`config.mk`:
```
export PLATFORM = sky130hd
export DESIGN_NAME = grid_seeder
export DESIGN_NICKNAME = d
export VERILOG_FILES = /design/src/rtl/grid_pkg.sv /design/src/rtl/grid_seeder.sv
export SDC_FILE = /design/constraint.sdc
export NUM_CORES = 1
export LEC_CHECK = 0
export ABC_AREA = 1
export CORE_MARGIN = 3
export CORE_UTILIZATION = 50
export DETAILED_ROUTE_END_ITERATION = 6
export GPL_ROUTABILITY_DRIVEN = 0
export PLACE_DENSITY = 0.71
export SLEW_MARGIN = 25
export SYNTH_ARGS = -nofsm -noshare
export SYNTH_HDL_FRONTEND = slang
export SYNTH_SLANG_ARGS = --single-unit
```
`constraint.sdc`:
```
create_clock -name clk -period 3.15 [get_ports clk]
set_input_delay 0.63 -clock clk [delete_from_list [all_inputs] [get_ports clk]]
set_output_delay 0.63 -clock clk [all_outputs]
set_load 0.05 [all_outputs]
```
`src/rtl/grid_pkg.sv`:
```
// Shared constants and types for the board seeder and its neighbours.
package grid_pkg;

    localparam int RW            = 8;               // random sample width (matches the LFSR)
    localparam int ROWS          = 8;               // board rows
    localparam int COLS          = 8;               // board columns, COLS <= RW
    localparam int CELLS         = ROWS * COLS;
    localparam int IDX_W         = $clog2(CELLS);
    localparam int DEF_GUARD     = 1;               // refill instead of committing an empty board
    localparam int DEF_MAX_RETRY = 3;               // refills allowed before an empty board is accepted

    typedef enum logic {IDLE, FILL} seed_state_t;

    typedef enum logic {MODE_ROW, MODE_CELL} seed_mode_t;

    typedef logic [CELLS-1:0] grid_t;

endpackage

```
`src/rtl/grid_seeder.sv`:
```
// Builds a ROWSxCOLS board from successive LFSR samples and commits it atomically.
//
//  state | meaning
//  IDLE  | waiting for start; grid holds the last committed board
//  FILL  | consuming one sample per edge into the shadow board
module grid_seeder
    import grid_pkg::*;
#(
    parameter int GUARD     = DEF_GUARD,
    parameter int MAX_RETRY = DEF_MAX_RETRY
) (
    input  logic                 clk,
    input  logic                 reset,
    input  logic [RW-1:0]        rnd,
    input  logic                 start,
    input  logic                 mode,
    input  logic [RW-1:0]        density,
    output logic [CELLS-1:0]     grid,
    output logic                 busy,
    output logic                 done,
    output logic                 empty
);

    localparam int RTRY_W = (MAX_RETRY > 0) ? $clog2(MAX_RETRY + 1) : 1;

    seed_state_t        r_state;
    seed_state_t        w_next_state;
    seed_mode_t         r_mode;
    logic [RW-1:0]      r_density;
    logic [IDX_W-1:0]   r_idx;
    logic [RTRY_W-1:0]  r_retry;
    grid_t              r_shadow;
    grid_t              r_grid;
    logic               r_done;
    logic               r_empty;

    grid_t              w_candidate;
    logic               w_cell;
    logic               w_last;
    logic               w_refill;
    logic               w_commit;

    // State register.
    always_ff @(posedge clk) begin
        if (reset) begin
            r_state <= IDLE;
        end else begin
            r_state <= w_next_state;
        end
    end

    // Next state, plus the shadow board with the current sample merged in so the
    // final write and the commit/refill decision happen on the same edge.
    always_comb begin
        w_next_state = r_state;
        w_candidate  = r_shadow;
        w_cell       = (rnd < r_density);
        w_last       = 1'b0;
        w_refill     = 1'b0;
        w_commit     = 1'b0;
        case (r_state)
            IDLE: begin
                if (start) begin
                    w_next_state = FILL;
                end
            end
            FILL: begin
                if (r_mode == MODE_ROW) begin
                    for (int r = 0; r < ROWS; r++) begin
                        if (r_idx == IDX_W'(r)) begin
                            w_candidate[r*COLS +: COLS] = rnd[COLS-1:0];
                        end
                    end
                    w_last = (r_idx == IDX_W'(ROWS - 1));
                end else begin
                    w_candidate[r_idx] = w_cell;
                    w_last = (r_idx == IDX_W'(CELLS - 1));
                end
                if (w_last) begin
                    if ((GUARD != 0) && (w_candidate == '0) && (r_retry < RTRY_W'(MAX_RETRY))) begin
                        w_refill = 1'b1;
                    end else begin
                        w_commit     = 1'b1;
                        w_next_state = IDLE;
                    end
                end
            end
            default: w_next_state = IDLE;
        endcase
    end

    // Outputs decoded from state and registered results.
    always_comb begin
        busy  = (r_state == FILL);
        grid  = r_grid;
        done  = r_done;
        empty = r_empty;
    end

    // Fill datapath: latch settings at start, walk the shadow board, commit or refill.
    always_ff @(posedge clk) begin
        if (reset) begin
            r_mode    <= MODE_ROW;
            r_density <= '0;
            r_idx     <= '0;
            r_retry   <= '0;
            r_shadow  <= '0;
            r_grid    <= '0;
            r_done    <= 1'b0;
            r_empty   <= 1'b0;
        end else begin
            r_done <= w_commit;
            if (r_state == IDLE) begin
                if (start) begin
                    r_mode    <= seed_mode_t'(mode);
                    r_density <= density;
                    r_idx     <= '0;
                    r_retry   <= '0;
                    r_shadow  <= '0;
                end
            end else if (w_refill) begin
                r_idx    <= '0;
                r_retry  <= r_retry + 1'b1;
                r_shadow <= '0;
            end else if (w_commit) begin
                r_grid   <= w_candidate;
                r_empty  <= (w_candidate == '0);
                r_shadow <= w_candidate;
                r_idx    <= '0;
            end else begin
                r_shadow <= w_candidate;
                r_idx    <= r_idx + 1'b1;
            end
        end
    end

endmodule

```
After elaboration in Yosys (flattened, before gate mapping)

Cells that the tools add are included.

Output and inout port bits: 67
Register bits after elaboration: 148

Magnitude comparators: 4
Equality and inequality tests: 9
Muxes and demuxes: 35
Add/sub/neg operators: 2
Bitwise logic cells: 2
Reductions and logical operators: 9

Operators by type and width:

| kind                | number |
|---|---|
| $mux 64             | 6 |
| $logic_not 64->1    | 2 |
| $bwmux 64           | 1 |
| $mux 8              | 8 |
| $eq 6x3->1 const B  | 4 |
| $mux 6              | 4 |
| $eq 6x2->1 const B  | 2 |
| $mux 1              | 11 |
| $lt 8x8->1          | 1 |
| $lt 6x7->1 const B  | 1 |
| $add 6x1->6 const B | 1 |
| $demux 1 s6         | 1 |
| $eq 6x1->1 const B  | 1 |
| $eq 6x6->1 const B  | 1 |
| $ge 6x1->1 const B  | 1 |
| $logic_not 6->1     | 1 |
| $mux 2              | 3 |
| $reduce_and 2->1    | 2 |
| $reduce_and 3->1    | 1 |
| $add 2x1->2 const B | 1 |
| $logic_and 1x1->1   | 2 |
| $lt 2x2->1 const B  | 1 |
| $ne 2x1->1 const B  | 1 |
| $not 1->1           | 2 |
| 2 further kinds     | 2 |

Depth between registers and ports, before layout

Depth after elaboration: 15
Depth in mapped cells: 25
Depth with buffers taken out: 21

Worst setup path after synthesis

No wires, ideal clock.

Path type: input -> register
Start: input rnd[5]
End: register r_grid[16] (netlist: grid[16])
Setup time: 114 ps
Setup slack: 444 ps
Data arrival time: 2592 ps
Stages: 20
Buffers on the path: 3
Data required time: 3036 ps
Cell sequence: ha_1 -> a21oi_1 -> nor2_1 -> nor3_1 -> nand2_2 -> buf_6 -> nand2_1 -> nand2_1 -> o21ai_1 -> inv_1 -> nand2_1 -> nor2_2 -> nand3_1 -> nor2_2 -> nand3_2 -> nand2_2 -> buf_6 -> buf_6 -> nand3_1 -> nand2_1

Word-level cells in the longest chain between the ends: 11

RTL lines:

| item                              | line               | RTL |
|---|---|---|
| start: declaration                | grid_seeder.sv:14  | `input logic [RW-1:0] rnd,` |
| $lt 8x8->1                        | grid_seeder.sv:57  | `w_cell = (rnd < r_density);` |
| $bwmux 64                         | grid_seeder.sv:76  | `w_candidate[r_idx] = w_cell;` |
| $mux 64 *                         | grid_seeder.sv:68  | `if (r_mode == MODE_ROW) begin` |
| $mux 64 *                         | grid_seeder.sv:61  | `case (r_state)` |
| $logic_not 64->1                  | grid_seeder.sv:80  | `if ((GUARD != 0) && (w_candidate == '0) && (r_retry < RTRY_W'(MAX_RETRY))) begin` |
| $logic_and 1x1->1                 | grid_seeder.sv:80  |  |
| $mux 1                            | grid_seeder.sv:80  |  |
| $mux 1                            | grid_seeder.sv:79  | `if (w_last) begin` |
| $mux 1                            | grid_seeder.sv:61  |  |
| $not 1->1 (no source line)        | n/a                |  |
| $reduce_and 3->1 (no source line) | n/a                |  |
| end signal: assignment            | grid_seeder.sv:126 | `r_grid <= w_candidate;` |
| end: declaration                  | grid_seeder.sv:33  | `grid_t r_grid;` |

Mark *: on every way between the ends. The rest lies on a longest branch, timed or not. The select of a mux whose other input is x is not followed.
A chain may end at the register's enable or synchronous reset.

Final worst setup path

Start: input rnd[4]
End: register r_grid[30] (netlist: grid[30])

The elaborated chain is that of the path after synthesis.

==> results.md <==
- The top flip-flop cell by instance count after synthesis is sky130_fd_sc_hd__dfxtp_1.
- The clock tree synthesis step divided the H-tree into 4 levels.
- The share of layout cells above drive strength 1 is 19.5%.
- The overall track demand over capacity in global routing is 30.5%.
- After Yosys synthesis, XOR and XNOR cells account for 0.0909% of the synthesized area.
- The quantity of I/O buffers inserted on ports is 86.
- The final design area excluding fillers is 12900 um2.
- The synthesized netlist contains 38 unique library cells.
- Max-cap violations in this run came to 0.
- The final-layout setup total negative slack is 0 ps.
- Summing the areas of all compound-gate instances in the mapped netlist gives 15.9% of the synthesized area.
- The number of global-route vias before repair came to 10.1k.
- The synthesized netlist occupies a cell area of 9640 um2.
- Timing would allow up to 329 MHz.
- The register bit count reported by yosys is 148.
- Of all flip-flops after synthesis, the portion carrying an async set or reset was 0%.
- The HPWL after detailed placement is 21.0 mm.
- After synthesis, the cell types taking the most area are sky130_fd_sc_hd__dfxtp_1 31%, sky130_fd_sc_hd__nand2_1 23%, sky130_fd_sc_hd__a21oi_1 8.7%.
- The area of the core region is 18800 um2.
- Of all nets on the critical path, the largest fanout is 24.
- The average via count per standard cell is 5.38.
- Traced cell by cell, the critical path runs through dlygate4sd2_1 -> ha_1 -> nand2_1 -> nor2_4 -> nand2_4 -> nand2_8 -> clkbuf_16 -> nand2_1 -> a21oi_1 -> nand2_1 -> nor2_1 -> nand2_1 -> nor2_2 -> nand3_2 -> nand3_2 -> clkinv_4 -> buf_12 -> buf_12 -> nand2_1 -> nand2_1.
- The largest family of logic cells by synthesized area is simple AND/OR/NAND/NOR gates.
- The aggregate global routing overflow is 0.
- The cell family with the largest share of critical-path delay is simple AND/OR/NAND/NOR gates.
- The total of endpoints with negative setup slack in the final report is 0.
- The cell count after synthesis is 1603.
- From synthesis to final layout, the design area changed by 33.9%.
- The count of vias placed by the detailed router is 11.2k.
- The count of nets left with antenna violations after detail routing is 0.
- By count the netlist is led by 592 x sky130_fd_sc_hd__nand2_1, 168 x sky130_fd_sc_hd__a21oi_1, 154 x sky130_fd_sc_hd__nor2_1.
- At the later pin of the worst-skew pair, clock insertion delay measures 430 ps.
- The final count of hold timing violations came to 0.
- In this run the static leakage power is 6.12 nW.
- The antenna diode count is 0.
- From bottom edge to top edge, the die measures 145 um.
- By instance count, the cell type seen most on the critical path is sky130_fd_sc_hd__nand2_1.
- The routed design uses 3.64 mm of met3 wire.
- The number of pins exceeding their max-slew limit in the final report is 0.
- Counting flops with a built-in enable in the synthesized netlist gives 0.
- Data on the critical path is required at its endpoint by 3480 ps.
- The area fraction in and, or, nand and nor cells after synthesis is 40.3%.
- The starting utilization of the core area is 51.2%.
- The worst max-slew margin expressed relative to the limit is 44.0%.
- The number of placement rows is 50.
- The routed length on met1 is 13.2 mm.
- For this design, the CTS-stage hold fixing added 0 buffers.
- The startpoint kind of the worst setup timing path is a primary input.
- The CTS tree is built.
- The library cell with the highest instance count after synthesis is sky130_fd_sc_hd__nand2_1.
- The worst path in the final design needs a cycle of 3040 ps, including I/O delays and setup.
- The run finished, with violations left.
- The cell with the largest stage delay on the worst path is sky130_fd_sc_hd__ha_1.
- The count of filler cells inserted in the layout is 1654.
- The uppermost layer routed is met5.
- In this run, the number of DRC markers left after iteration 0 of detailed routing was 1325.
- The checks that failed: DRC.
- Sequential cells were found to cover 30.7% of the synthesized design area.
- The synthesized design spends more area on one cell type than any other, namely sky130_fd_sc_hd__dfxtp_1.
- The initial antenna violation count is 0.
- The share of the cycle needed by the critical path after routing is 96.5%.
- Yosys printed 0 warnings.
- The area of the die is 21000 um2.
- The worst setup skew after layout is 9.10 ps.
- The clock-pin slew of the registers on the worst-case setup and hold paths is 60 ps.
- The die span in x is 145 um.
- The first detailed-routing pass took 7 iterations.
- The share of synthesized area in the top cell type comes to 30.7%.
- For this design, the sink count on the clock tree is 148.
- The post-synthesis adder-cell area fraction is 1.56%.
- The total DRC errors in the routed layout is 14.
- The routed length per placed instance is 15.8 um.
- On the worst path, the slowest cell contributes a delay of 310 ps.
- The net count of the finished layout is 1842.
- The buffer cell driving the clock tree root is sky130_fd_sc_hd__clkbuf_16.
- IR analysis of the VDD net gives a maximum drop of 0.000399 V.
- The detailed route wirelength on metal2 is 14.7 mm.
- The buffer depth of the longest clock path is 2.
- STA classifies the critical path endpoint as a flop.
- The tightest min-delay check is of the reg2reg type.
- Wires add up to 32.9 mm.
- The number of buffers created by CTS is 17.
- For the worst setup path, the data arrival time is 3370 ps.
- The fraction of synthesized area in multiplexers is 0%.
- The post-synthesis net count is 1635.
- After detailed placement, the total cell area comes to 11700 um2.
- At the pin with the least slew margin, the transition time is 841 ps.
- The first global-routing pass estimated 50.8 mm of wire.
- The top-level port count is 87.
- The number of buffers and inverters on the critical path is 5.
- The pin count of the biggest net entering global routing is 72.
- The power per unit of standard cell area is 378 nW/um2.
- The mean post-synth cell area is 6.01 um2.
- The type of the worst setup path is in2reg.
[through the flow]
| stage | worst slack [ps] | util (%) | instances | power [mW] | hold slack [ps] |
|---|---|---|---|---|---|
| floorplan | 444 | - | 1603 | 2.35 | 433 |
| global placement | -656 | 62.0 | 2033 | 2.61 | 450 |
| detailed placement | -654 | 62.0 | 2033 | 2.62 | 454 |
| CTS | 8.79 | 66.5 | 2071 | 4.77 | 464 |
| global route | -15.7 | 68.5 | 2082 | 5.03 | 475 |
| finish | 111 | 68.5 | 2082 | 4.88 | 459 |
[path summary, 6_finish.rpt]
check | start | end | slack, ps | cells past startpoint
worst max-delay path | rnd[4] | grid[30] | 110 | 20
worst min-delay path | grid[13] | grid[13] | 460 | 2
worst max register to register | r_density[7] | grid[30] | 160 | 21
worst min register to register | grid[13] | grid[13] | 460 | 2
[state kept, by name, summed over array words and instances (netlist names)]
signal / flops
r_retry: 2
empty: 1
r_mode: 1
r_shadow: 64
r_density: 8
busy: 1
grid: 64
done: 1
r_idx: 6
[final cells by class]
| type | instances | area [um2] | area share [%] |
|---|---|---|---|
| Sequential cell | 148 | 2970 | 23.0 |
| Clock inverter | 12 | 154 | 1.19 |
| Clock buffer | 19 | 453 | 3.51 |
| Timing Repair Buffer | 273 | 2550 | 19.8 |
| Multi-Input combinational cell | 1217 | 5860 | 45.4 |
| Inverter | 153 | 589 | 4.57 |
| Tap cell | 260 | 325 | 2.52 |
[cells by family (layout without fill, tap and decap cells)]
family                   Yosys count  after routing
AO/OA/AOI/OAI                    294            294
XOR/XNOR                           1              1
adder cells (fa/ha/maj)           12             12
buffers and inverters            239            457
flip-flops                       148            148
AND/OR/NAND/NOR                  909            910
[placed cells by master (no fill, tap or decap), types with 3 or more instances in the layout]
| cell | n |
|---|---|
| sky130_fd_sc_hd__nor3_4 | 3 |
| sky130_fd_sc_hd__o211ai_1 | 5 |
| sky130_fd_sc_hd__nor3_2 | 3 |
| sky130_fd_sc_hd__clkinv_1 | 10 |
| sky130_fd_sc_hd__or2_1 | 5 |
| sky130_fd_sc_hd__dlymetal6s2s_1 | 4 |
| sky130_fd_sc_hd__clkdlybuf4s50_1 | 77 |
| sky130_fd_sc_hd__inv_1 | 131 |
| sky130_fd_sc_hd__clkinv_4 | 3 |
| sky130_fd_sc_hd__nand2_2 | 11 |
| sky130_fd_sc_hd__o21ai_0 | 97 |
| sky130_fd_sc_hd__a211oi_1 | 11 |
| sky130_fd_sc_hd__a21oi_1 | 161 |
| sky130_fd_sc_hd__or2_2 | 28 |
| sky130_fd_sc_hd__clkinvlp_4 | 5 |
| sky130_fd_sc_hd__bufinv_16 | 3 |
| sky130_fd_sc_hd__clkinv_2 | 3 |
| sky130_fd_sc_hd__ha_1 | 8 |
| sky130_fd_sc_hd__nor2_2 | 16 |
| sky130_fd_sc_hd__nand3_4 | 4 |
| sky130_fd_sc_hd__buf_16 | 3 |
| sky130_fd_sc_hd__buf_12 | 12 |
| sky130_fd_sc_hd__dfxtp_1 | 144 |
| sky130_fd_sc_hd__nand2_1 | 580 |
| sky130_fd_sc_hd__o21ai_1 | 5 |
| sky130_fd_sc_hd__nand4_1 | 11 |
| sky130_fd_sc_hd__nand3_1 | 71 |
| sky130_fd_sc_hd__nand3_2 | 18 |
| sky130_fd_sc_hd__nor2_4 | 16 |
| sky130_fd_sc_hd__nor2_1 | 138 |
| sky130_fd_sc_hd__clkbuf_16 | 21 |
| sky130_fd_sc_hd__inv_2 | 8 |
| sky130_fd_sc_hd__dfxtp_2 | 4 |
| sky130_fd_sc_hd__a21oi_2 | 9 |
| sky130_fd_sc_hd__ha_4 | 4 |
| sky130_fd_sc_hd__buf_4 | 166 |
[layer usage]
layer  global-route usage (%)  vias to the layer above
met4                     10.8                        2
met2                     49.8                      578
li1                         -                     5499
met3                     6.87                      114
met1                     39.4                     5018
met5                     1.67                        -
[power by group]
part           total (mW)  internal (mW)  switching [mW]
Clock                2.14           1.28           0.853
Sequential           1.92           1.90          0.0234
Combinational       0.825          0.320           0.505
Total                4.88           3.50            1.38
[tightest hold or removal path, stage by stage, from the launching register on]
cell and delay (ps):
sky130_fd_sc_hd__dfxtp_1 310, sky130_fd_sc_hd__nand3_2 60, sky130_fd_sc_hd__nand2_1 40
[repair_timing]
item,CTS,global route
cloned,4,5
buffers inserted,3,7
setup endpoints to repair,68,69
gates resized for setup,27,65
pin swaps,9,28
Power figures use the tool's default switching activity.
